### config.mk
export PLATFORM = sky130hd
export DESIGN_NAME = mux_scan_ctrl
export DESIGN_NICKNAME = d
export VERILOG_FILES = /design/src/rtl/mux_scan_ctrl.sv
export SDC_FILE = /design/constraint.sdc
export NUM_CORES = 1
export LEC_CHECK = 0
export ABC_AREA = 1
export BUFFER_PORTS_ARGS = -buffer_cell sky130_fd_sc_hd__clkbuf_2
export CAP_MARGIN = 5
export CORE_MARGIN = 8
export CORE_UTILIZATION = 25
export CTS_CLUSTER_SIZE = 25
export DETAILED_ROUTE_END_ITERATION = 7
export SLEW_MARGIN = 20
export SYNTH_ARGS = -nofsm -noshare
export SYNTH_HDL_FRONTEND = slang
export SYNTH_SLANG_ARGS = --single-unit
export TNS_END_PERCENT = 100
### constraint.sdc
create_clock -name clk -period 2.37 [get_ports clk]
set_input_delay 0.474 -clock clk [delete_from_list [all_inputs] [get_ports clk]]
set_output_delay 0.474 -clock clk [all_outputs]
set_load 0.02 [all_outputs]
### src/rtl/mux_scan_ctrl.sv
// mux_scan_ctrl
//   Steps the select of an external 4:1 true/complement mux through
//   channels 0..3. Each channel is held for DWELL cycles. The mux outputs are
//   captured on the last cycle of each dwell. The four captured bits are
//   published as one word at frame end. A sticky error flag records any
//   capture where y == ybar.
// Parameters
//   DWELL  : cycles per channel, 2..255 (the first DWELL-1 cycles are settle time)
// Ports
//   clk    : system clock, rising edge
//   rst    : synchronous active-high reset
//   start  : frame request, honoured only while idle
//   cont   : 1 = continuous frames, 0 = single frame (sampled at frame end)
//   y      : true output of the mux
//   ybar   : complemented output of the mux
//   sel    : mux channel select
//   busy   : high while scanning
//   done   : one-cycle pulse after each completed frame
//   sample : last completed frame, bit k = y captured on channel k
//   err    : sticky true/complement consistency error
module mux_scan_ctrl #(
   parameter int unsigned DWELL = 4
) (
   input  logic       clk,
   input  logic       rst,
   input  logic       start,
   input  logic       cont,
   input  logic       y,
   input  logic       ybar,
   output logic [1:0] sel,
   output logic       busy,
   output logic       done,
   output logic [3:0] sample,
   output logic       err
);

   typedef enum logic {
      IDLE,
      SCAN
   } state_t;

   localparam logic [7:0] LAST = 8'(DWELL - 1);

   state_t     state, state_n;
   logic [7:0] cnt, cnt_n;
   logic [1:0] sel_n;
   logic [2:0] shadow, shadow_n;
   logic [3:0] sample_n;
   logic       done_n;
   logic       err_n;
   logic       capture;

   assign busy    = (state == SCAN);
   assign capture = (state == SCAN) && (cnt == LAST);

   always_ff @(posedge clk) begin
      if (rst) begin
         state  <= IDLE;
         cnt    <= '0;
         sel    <= '0;
         shadow <= '0;
         sample <= '0;
         done   <= 1'b0;
         err    <= 1'b0;
      end else begin
         state  <= state_n;
         cnt    <= cnt_n;
         sel    <= sel_n;
         shadow <= shadow_n;
         sample <= sample_n;
         done   <= done_n;
         err    <= err_n;
      end
   end

   always_comb begin
      state_n  = state;
      cnt_n    = cnt;
      sel_n    = sel;
      shadow_n = shadow;
      sample_n = sample;
      done_n   = 1'b0;
      err_n    = err;

      case (state)
         IDLE: begin
            if (start) begin
               state_n  = SCAN;
               cnt_n    = '0;
               sel_n    = '0;
               shadow_n = '0;
               err_n    = 1'b0;
            end
         end

         SCAN: begin
            cnt_n = cnt + 8'd1;
            if (capture) begin
               cnt_n = '0;
               sel_n = sel + 2'd1;
               if (y == ybar)
                  err_n = 1'b1;
               // Channel 3 never lands in the shadow: it goes straight into sample.
               case (sel)
                  2'd0:    shadow_n[0] = y;
                  2'd1:    shadow_n[1] = y;
                  2'd2:    shadow_n[2] = y;
                  default: ;
               endcase
               if (sel == 2'd3) begin
                  sample_n = {y, shadow};
                  done_n   = 1'b1;
                  if (cont)
                     shadow_n = '0;
                  else
                     state_n = IDLE;
               end
            end
         end

         default: state_n = IDLE;
      endcase
   end

endmodule

======== Word level (Yosys, flattened, before mapping) ========
Cells that the tools add are included.
storage, ports and cells
  output and inout bits ................... 9
  bits in registers ....................... 20
  bits of input ports ..................... 6
  word-level logic and storage cells ...... 49
cells by class
  reduce and logical (&&, ||, !) cells .... 6
  bitwise logic cells ..................... 2
  equal/unequal tests ..................... 8
  add/sub/neg operators ................... 2
  muxes and demuxes ....................... 24
operator list
  cell                                                              count
  8-bit two-way mux                                                 2
  8-bit case mux with 2 select lines                                1
  3-bit two-way mux                                                 4
  1-bit two-way mux                                                 11
  8-bit by 1-bit adder with 8-bit output (second input constant)    1
  8-bit by 2-bit == test with 1-bit output (second input constant)  1
  3-bit case mux with 2 select lines                                1
  3-bit AND reduction                                               2
  2-bit == test (second input constant)                             2
  2-bit two-way mux                                                 2
  2-bit by 1-bit != test with 1-bit output (second input constant)  2
  1-bit case mux with 2 select lines                                2
  2-bit case mux with 2 select lines                                1
  3-bit OR reduction                                                1
  2-bit by 1-bit adder with 2-bit output (second input constant)    1
  2-bit by 1-bit == test with 1-bit output (second input constant)  1
  2-bit logical NOT                                                 1
  2-bit != test (second input constant)                             1
  1-bit inverter                                                    2
  2-bit AND reduction                                               1
  1-bit == test                                                     1
  1-bit logical AND                                                 1

======== Depth between registers and ports, before layout ========
  depth after elaboration ................. 6
  mapped depth ............................ 9
  mapped depth without buffers ............ 9

======== Worst setup path after synthesis ========
No wires, ideal clock.
  path type ............................... reg-to-reg
  start ................................... register cnt[0]
  end ..................................... register state, in the netlist busy
  setup time .............................. 113 ps
  path buffers ............................ 0
  period minus slack after synthesis ...... 1271 ps
  required time ........................... 2257 ps
  stages on the path, launching flop included .. 9
  path slack .............................. 1099 ps
  arrival ................................. 1158 ps
  cell sequence ........................... dfxtp_1 > ha_1 > nand2_2 > nor2_4 > nand2_4 > nor2_8 > nand2_4 > o21ai_1 > inv_1
on the way
  longest elaborated chain between the ends .. 4
ends and longest elaborated chain
  element                                   RTL line  text
  start: declaration                        45        logic [7:0] cnt, cnt_n;
  start signal: assignment                  67        cnt <= cnt_n;
  8-bit by 2-bit == test with 1-bit output  54        assign capture = (state == SCAN) && (cnt == LAST);
  1-bit logical AND                         54
  1-bit two-way mux                         98        if (capture) begin
  1-bit case mux with 2 select lines        85        case (state)
  end signal: assignment                    66        state <= state_n;
  end: declaration                          44        state_t state, state_n;
No other way between the ends.
A chain may end at the register's enable or synchronous reset.

======== Worst setup path after layout ========
  start ................................... register state, in the netlist busy
  end ..................................... output port busy
RTL lines
  element           RTL line  text
  end: declaration  31        output logic busy,
No word-level cell between the ends.

==> impl_results.md <==
- Syn nets: 168
- Initial antenna violation count: 0
- Skew-Pair Late Insertion Delay: 0.26 ns
- Die Wd: 81.9 microns
- Cell area after synthesis: 1080 sq um
- HP Class: input port to flip-flop
- Post-synth top area share: 0.369
- Critical Path Sink Type: output pin
- Nets: 184
- Final instance area: 1280 sq um
- Pre-CTS setup slack: 0.991 ns
- Yosys top cell by area: dfxtp_1
- WL per Instance: 10.7 microns
- Post-route ant nets: 0
- Drt initial violations: 127
- Area of the multi-input gates: 566 sq um
- Register area share after synthesis: 0.369
- Fin util: 0.300
- Vias in the first global route: 966
- Worst IR drop on VDD: 0.207 mV
- Slew Limit Fails: 0
- Max Root-Sink Buffers: 2
- Cts repair resizes: 0
- I/O Pins: 15
- Slew headroom: 0.666
- Grt ovf: 0
- Post-route setup TNS: 0 ns
- # fillers: 474
- Yosys cell types: 22
- Final RePlAce weighted congestion: 0.762
- Die height: 81.9 microns
- Most frequent cells in the layout: 37 x nand2_1, 22 x inv_1, 20 x dfxtp_1
- Starting density of the core: 0.254
- Max Cap Violations: 0
- Remaining DRCs: 0
- ANT cells: 0
- Syn_area_per_cell: 6.91 sq um
- Worst Skew: 0.00404 ns
- Stages on the worst setup path: 1
- CTS hold repair buffers: 0
- Total core area: 4260 sq um
- Post-DP HPWL: 1780 microns
- Final cycle utilization of the critical path: 0.692
- Most common cell after layout, fill and taps aside: nand2_1
- Startpoint types: flip-flop
- Depth of the worst hold-timing path: 3
- Register Area: 400 sq um
- Largest net degree at the start of global routing: 14
- Vias: 974
- Worst-path cell chain: clkbuf_2
- RSZ-0062 raised after global routing: no
- Static leakage: 0.589 nW
- Vias per inst: 4.35
- Clk sinks: 20
- Ys Warns: 0
- Fmax: 610 MHz
- Seq cells post-synth: 20
- Post-Route WL: 2400 microns
- Area Overhead vs Synth: 17.8%
- Postcts setup bufs: 0
- P per Cell Area: 583 nW/um^2
- Rows: 24
- Hold slack final: 0.442 ns
- Buf+Inv Stages, Crit Path: 1
- Cell depth of the worst flop-to-flop path: 9
- Worst path arrival time: 1.17 ns
- Ranking of synthesized cells by area: dfxtp_1 37%, nand2_1 13%, inv_1 7.6%
- # setup viols final: 0
- CTS root buffer: clkbuf_8
- Port Buffers: 14
- Worst-path fanout max: 11
- Minimum clock period: 1.64 ns
- Total Die Area: 6700 sq um
- Crit-path leading delay family: flip-flops
- Clock slew at reported path FFs: 0.08 ns
- Gate Count Post-Synth: 157
- CTS tree: yes
- Layout cells sized above 1: 0.192
- H-tree depth reported by CTS: 1
- Fin worst setup slack: 0.730 ns
- Setup CP Type: flip-flop to output pin
- Slew @ Worst Pin: 0.500 ns
- Worst EP required: 1.90 ns
- Overall routing resource usage: 0.0808
- Placed Area: 1210 sq um
- Global-route wire length before repair: 4250 microns
- Status: finished, final reports clean
- Final Hold Fails: 0
- Largest stage delay, worst path: 0.64 ns
- CTS Buf Count: 3
- Slowest CP cell: dfxtp_1
- TritonRoute pass-1 iters: 4
[synthesized netlist by cell type]
master,number
nand2_2,3
clkbuf_1,1
nor2_8,1
xnor2_1,1
o21ai_0,3
nor2_1,15
nor2_2,1
nand2_4,2
nor2_4,2
inv_1,22
a21oi_1,16
buf_2,2
o21a_1,1
nand3_1,11
nand2_1,37
xor2_1,1
o211ai_1,1
o21ai_1,2
ha_1,5
dfxtp_1,20
nand4_1,4
inv_2,6
[worst reg2reg max path, stage by stage, from the launching register on]
cell	delay, ns
dfxtp_1	0.38
ha_1	0.24
nand2_2	0.08
nor2_4	0.12
nand2_4	0.08
nor2_8	0.14
nand2_4	0.09
nand2_1	0.07
inv_1	0.03
nor2_1	0.10
[where the power goes]
part | leakage [nW] | switching (mW) | total [mW] | internal [mW]
clock network | 0.0357 | 0.123 | 0.348 | 0.226
logic | 0.392 | 0.0330 | 0.0491 | 0.0162
registers | 0.162 | 0.00758 | 0.348 | 0.340
[state kept, by name, indices dropped and copies added, names as in the netlist]
name	flops
busy	1
cnt	8
done	1
err	1
sample	4
sel	2
shadow	3
[worst paths after layout]
kind / end / slack (ns) / from
max reg2reg: sample[1]$_SDFFE_PP0P_ / 0.99 / cnt[0]$_SDFFE_PP0P_
max: busy / 0.73 / busy$_SDFF_PP0_
min: busy$_SDFF_PP0_ / 0.44 / cont
min reg2reg: err$_SDFFE_PP0P_ / 0.46 / err$_SDFFE_PP0P_
[routing by layer]
metal | part of all wire | global-route usage
met1 | 0.46 | 0.0928
met2 | 0.45 | 0.132
met3 | 0.060 | 0.0186
met4 | 0.026 | 0.0526
met5 | 0 | 0
[metrics by stage]
step,power (mW),std cells
final,0.745,224
after global routing,0.776,224
after floorplan,0.388,157
after global placement,0.405,220
after detailed placement,0.405,220
after CTS,0.750,224
[final cells by class]
type | instances | area share
clock inverters | 1 | 0.0235
well taps | 52 | 0.0509
inverters | 28 | 0.0823
multi-input cells | 106 | 0.443
flip-flops and latches | 20 | 0.313
clock buffers | 3 | 0.0323
repair buffers | 14 | 0.0548
[kinds of logic (layout without fill, tap and decap cells)]
group                      Yosys count  in the layout  synth area share
and+or+nand+nor                     76             76             0.337
adders and majority gates            5              5            0.0577
AOI/OAI and AO/OA                   23             23             0.111
DFF                                 20             20             0.369
xor gates and xnor gates             2              2            0.0162
buffers and inverters               31             46             0.110
(Power assumes the default switching activity.)
